`src/rtl/elevator_scheduler.sv`:
```
// SCAN (collective) scheduler for a four-floor car: latches calls, picks direction,
// sequences hoist motor and door from the floor sensor alone.
module elevator_scheduler #(
  parameter int DOOR_CYCLES = 8,
  parameter int N_FLOORS    = 4
) (
  input  logic                clk,
  input  logic                reset,
  input  logic [1:0]          current_floor,
  input  logic [N_FLOORS-1:0] buttons_in,
  input  logic [N_FLOORS-1:0] buttons_out,
  output logic [N_FLOORS-1:0] pending,
  output logic                motor_up,
  output logic                motor_down,
  output logic                door_open,
  output logic                dir_up,
  output logic                dir_down,
  output logic                arrive
);

  typedef enum logic [1:0] {S_IDLE, S_UP, S_DOWN, S_DOOR} state_t;

  localparam logic [7:0] TLOAD = 8'(DOOR_CYCLES - 1);

  state_t              r_state, w_next;
  logic                r_pref, w_pref_next;
  logic [7:0]          r_timer;
  logic [N_FLOORS-1:0] r_pending;
  logic                r_arrive;

  logic [N_FLOORS-1:0] w_req, w_onehot, w_clr;
  logic                w_here, w_above, w_below, w_press_here;

  assign w_req        = buttons_in | buttons_out;
  assign w_here       = r_pending[current_floor];
  assign w_press_here = w_req[current_floor];

  always_comb begin
    w_above  = 1'b0;
    w_below  = 1'b0;
    w_onehot = '0;
    w_onehot[current_floor] = 1'b1;
    for (int i = 0; i < N_FLOORS; i++) begin
      if (i > int'(current_floor)) w_above = w_above | r_pending[i];
      if (i < int'(current_floor)) w_below = w_below | r_pending[i];
    end
  end

  always_comb begin
    w_next      = r_state;
    w_pref_next = r_pref;
    case (r_state)
      S_IDLE: begin
        if (w_here)       w_next = S_DOOR;
        else if (w_above) begin w_next = S_UP;   w_pref_next = 1'b1; end
        else if (w_below) begin w_next = S_DOWN; w_pref_next = 1'b0; end
      end
      S_UP: begin
        if (w_here)        w_next = S_DOOR;
        else if (!w_above) w_next = S_IDLE;
      end
      S_DOWN: begin
        if (w_here)        w_next = S_DOOR;
        else if (!w_below) w_next = S_IDLE;
      end
      S_DOOR: begin
        // A press at this floor holds the door, so leave only on an undisturbed expiry
        if (r_timer == 8'd0 && !w_press_here) begin
          if (r_pref) begin
            if (w_above)      w_next = S_UP;
            else if (w_below) begin w_next = S_DOWN; w_pref_next = 1'b0; end
            else              w_next = S_IDLE;
          end else begin
            if (w_below)      w_next = S_DOWN;
            else if (w_above) begin w_next = S_UP; w_pref_next = 1'b1; end
            else              w_next = S_IDLE;
          end
        end
      end
      default: w_next = S_IDLE;
    endcase
  end

  assign w_clr = (w_next == S_DOOR || r_state == S_DOOR) ? w_onehot : '0;

  always_ff @(posedge clk) begin
    if (!reset) begin
      r_state   <= S_IDLE;
      r_pref    <= 1'b1;
      r_pending <= '0;
      r_timer   <= 8'd0;
      r_arrive  <= 1'b0;
    end else begin
      r_state   <= w_next;
      r_pref    <= w_pref_next;
      r_pending <= (r_pending | w_req) & ~w_clr;
      r_arrive  <= (w_next == S_DOOR) && (r_state != S_DOOR);
      if (w_next == S_DOOR && (r_state != S_DOOR || w_press_here))
        r_timer <= TLOAD;
      else if (r_state == S_DOOR && r_timer != 8'd0)
        r_timer <= r_timer - 8'd1;
    end
  end

  assign pending    = r_pending;
  assign motor_up   = (r_state == S_UP);
  assign motor_down = (r_state == S_DOWN);
  assign door_open  = (r_state == S_DOOR);
  assign dir_up     = (r_state == S_UP)   || (r_state == S_DOOR && r_pref);
  assign dir_down   = (r_state == S_DOWN) || (r_state == S_DOOR && !r_pref);
  assign arrive     = r_arrive;

endmodule

```
`config.mk`:
```
export PLATFORM = sky130hd
export DESIGN_NAME = elevator_scheduler
export DESIGN_NICKNAME = d
export VERILOG_FILES = /design/src/rtl/elevator_scheduler.sv
export SDC_FILE = /design/constraint.sdc
export NUM_CORES = 1
export LEC_CHECK = 0
export ABC_CLOCK_PERIOD_IN_PS = 2180
export CAP_MARGIN = 20
export CORE_MARGIN = 5
export CORE_UTILIZATION = 49
export CTS_CLUSTER_DIAMETER = 40
export DETAILED_ROUTE_END_ITERATION = 7
export PLACE_DENSITY = 0.78
export SYNTH_ARGS = -nofsm -noshare
export SYNTH_HDL_FRONTEND = slang
export SYNTH_SLANG_ARGS = --single-unit
export TNS_END_PERCENT = 20
```
`constraint.sdc`:
```
create_clock -name clk -period 2.18 [get_ports clk]
set_input_delay 0.327 -clock clk [delete_from_list [all_inputs] [get_ports clk]]
set_output_delay 0.327 -clock clk [all_outputs]
set_load 0.01 [all_outputs]
```
==> flow_summary.json <==
{
  "run_status": "finished clean",
  "timing_hold_violations_final": 0,
  "routabilityCongestion": 0.870,
  "clock-root-buffer": "sky130_fd_sc_hd__clkbuf_4",
  "grt_max_degree": 10,
  "tritoncts": "yes",
  "top_library_cells_by_usage_in_the_layout_fill_and_taps_aside": "21 x sky130_fd_sc_hd__clkdlybuf4s50_1, 16 x sky130_fd_sc_hd__nor2_1, 16 x sky130_fd_sc_hd__dfxtp_1",
  "synthCells": 120,
  "h-tree-depth": 1,
  "ys_seq_area_frac": 0.320,
  "synth_cell_types": 43,
  "relSlewSlack": 0.631,
  "routed_wirelength_um": 2420,
  "comb_power_share": 0.363,
  "finalMaxSlewViolations": 0,
  "holdBufCountCts": 0,
  "leakage_nw": 0.517,
  "drtIter0Drc": 20,
  "share_clk_of_total_power": 0.231,
  "io_pins": 22,
  "multi_input_area_um2": 623,
  "max-cap-violations": 0,
  "synthFlopType": "sky130_fd_sc_hd__dfxtp_1",
  "setup_total_negative_slack_ns": 0,
  "post-place-ws_ns": 0.00281,
  "route.vias.total": 1041,
  "final_net_count": 165,
  "grt_setup_unrepaired": "no",
  "peakVddDrop_v": 0.000548,
  "worstPathArrival_ns": 1.65,
  "overflow": 0,
  "route.detailed.drc": 0,
  "insertedDiodeCount": 0,
  "netSwitchingPower_uw": 305,
  "internal_power_uw": 594,
  "synthesis.area_um2": 1000,
  "critPathMaxFanout": 9,
  "route.antenna.remaining_nets": 0,
  "cts.reportedPaths.clkPinSlew_ns": 0.09,
  "detail_route.wl_per_cell_um": 13.7,
  "fin_ws_ns": 0.201,
  "layout_commonest_cell": "sky130_fd_sc_hd__clkdlybuf4s50_1",
  "min-delay-path-class": "reg2reg",
  "number_of_antenna_violations_at_the_first_check_in_global_routing": 0,
  "cts_buffers": 3,
  "cts-root-to-sink-buffers": 2,
  "global_route_wire_length_before_repair_um": 3840,
  "groute.usage.overall": 0.177,
  "critPathRequiredTime_ns": 1.85,
  "timing.final.setup_violations": 0,
  "synth_top_area_frac": 0.320,
  "number_of_global_route_vias_before_repair": 882,
  "post-cts-setup-buffer-count": 0,
  "critical_path_class": "reg2out",
  "placeableCoreArea_um2": 1960,
  "yosys_register_bits": 16,
  "seq_area_um2": 320,
  "async_reset_ff_frac": 0,
  "design.die.area_um2": 3050,
  "via_per_inst": 5.88,
  "avgSynthCellArea_um2": 8.34,
  "synth_top_cell_by_area": "sky130_fd_sc_hd__dfxtp_1",
  "area_growth_syn_to_layout_pct": 32.0,
  "max_slew.worst_pin.slew_ns": 0.548,
  "seqPwrFrac": 0.407,
  "skew_ns": 0.0117,
  "fmax_mhz": 505,
  "yosys_warnings": 0,
  "detailedRoute.firstPassIterationCount": 4,
  "synthTopCellsByArea": "sky130_fd_sc_hd__dfxtp_1 32%, sky130_fd_sc_hd__nor2_1 6.0%, sky130_fd_sc_hd__mux4_2 4.5%",
  "power.density_cell_area_nw_per_um2": 681,
  "final.period_utilization": 0.908,
  "dieHeight_um": 55.2,
  "setup.worst_path.end_class": "primary output",
  "netSwitchingFraction": 0.339,
  "n_fill_cell": 184,
  "io_buffer_count": 21,
  "cts.sinks": 16,
  "cts_repair_resize_count": 0,
  "min_period_ns": 1.98,
  "clock_insertion_delay_worst_skew_ns": 0.30,
  "die_width_um": 55.2,
  "cp-start-kind": "flip-flop",
  "start_util": 0.510,
  "synth-edff-count": 0,
  "place_hpwl_um": 1880,
  "core.rowCount": 16,
  "synthesis.nets": 134,
  "drive_gt1_frac": 0.120
}
==> final timing paths <==
kind | start | to | slack, ns | depth (start not counted)
max reg2reg | r_timer[3] | r_pref | 0.42 | 5
min reg2reg | r_timer[7] | r_timer[7] | 0.50 | 2
max | r_state[1] | door_open | 0.20 | 3
min | r_timer[7] | r_timer[7] | 0.50 | 2
==> cells in the mapped netlist, types with 2 or more instances <==
library cell               number
sky130_fd_sc_hd__o311a_1        4
sky130_fd_sc_hd__mux4_2         2
sky130_fd_sc_hd__o32a_1         2
sky130_fd_sc_hd__a21oi_1        6
sky130_fd_sc_hd__a21boi_0       5
sky130_fd_sc_hd__o21ai_0        5
sky130_fd_sc_hd__nor4_1         2
sky130_fd_sc_hd__a31oi_1        3
sky130_fd_sc_hd__inv_1          7
sky130_fd_sc_hd__xor2_1         4
sky130_fd_sc_hd__or3_1          3
sky130_fd_sc_hd__nand2_1        8
sky130_fd_sc_hd__nor2_1        16
sky130_fd_sc_hd__nand3_1        3
sky130_fd_sc_hd__dfxtp_1       16
sky130_fd_sc_hd__o21a_1         2
sky130_fd_sc_hd__or2_2          2
sky130_fd_sc_hd__o211ai_1       3
sky130_fd_sc_hd__nor2b_1        2
sky130_fd_sc_hd__ha_1           2
==> layout make-up <==
class                   count  share of cell area
inverters                   8              0.0227
flip-flops and latches     16               0.242
clock buffers               4              0.0275
repair buffers             30               0.210
multi-input cells          92               0.472
well taps                  27              0.0256
==> cell families (layout without fill, tap and decap cells) <==
| family | after synthesis | after routing | synth area share |
|---|---|---|---|
| multiplexers | 2 | 2 | 0.0450 |
| AND/OR/NAND/NOR | 43 | 43 | 0.211 |
| adder cells (fa/ha/maj) | 2 | 2 | 0.0250 |
| buffers and inverters | 12 | 42 | 0.0575 |
| AO/OA/AOI/OAI | 40 | 40 | 0.298 |
| flip-flops | 16 | 16 | 0.320 |
| XOR/XNOR | 5 | 5 | 0.0437 |
==> flip-flops by register name, indices dropped and copies added (netlist names) <==
| signal | cells |
|---|---|
| arrive | 1 |
| pending | 4 |
| r_pref | 1 |
| r_state | 2 |
| r_timer | 8 |
==> critical path, stage by stage (launching register included) <==
cell and delay, ns:
sky130_fd_sc_hd__dfxtp_1 0.48, sky130_fd_sc_hd__nand2_1 0.24, sky130_fd_sc_hd__clkinv_1 0.10, sky130_fd_sc_hd__clkdlybuf4s50_1 0.54
==> power groups by stage <==
stage | combinational [mW] | sequential [mW] | clock, mW
after CTS | 0.326 | 0.365 | 0.210
after global routing | 0.356 | 0.373 | 0.227
after detailed placement | 0.324 | 0.372 | 0
final | 0.326 | 0.366 | 0.208
after floorplan | 0.204 | 0.361 | 0
after global placement | 0.317 | 0.371 | 0
==> metrics by stage <==
stage / cell area [um^2] / hold WS, ns / instances / utilization / power (mW)
2_1_floorplan: 1000 / 0.453 / 120 / - / 0.566
3_5_place_dp: 1280 / 0.490 / 173 / 0.655 / 0.696
3_3_place_gp: 1280 / 0.463 / 173 / 0.655 / 0.687
5_1_grt: 1320 / 0.539 / 177 / 0.673 / 0.956
6_report: 1320 / 0.503 / 177 / 0.673 / 0.900
4_1_cts: 1320 / 0.504 / 177 / 0.673 / 0.901
==> layer usage <==
layer,wire (um),up-vias,GRT usage
li1,-,504,-
met1,1030,486,0.224
met2,1160,47,0.281
met3,193,4,0.0429
met4,36,0,0.0810
met5,0,-,0
(Power assumes the default switching activity.)
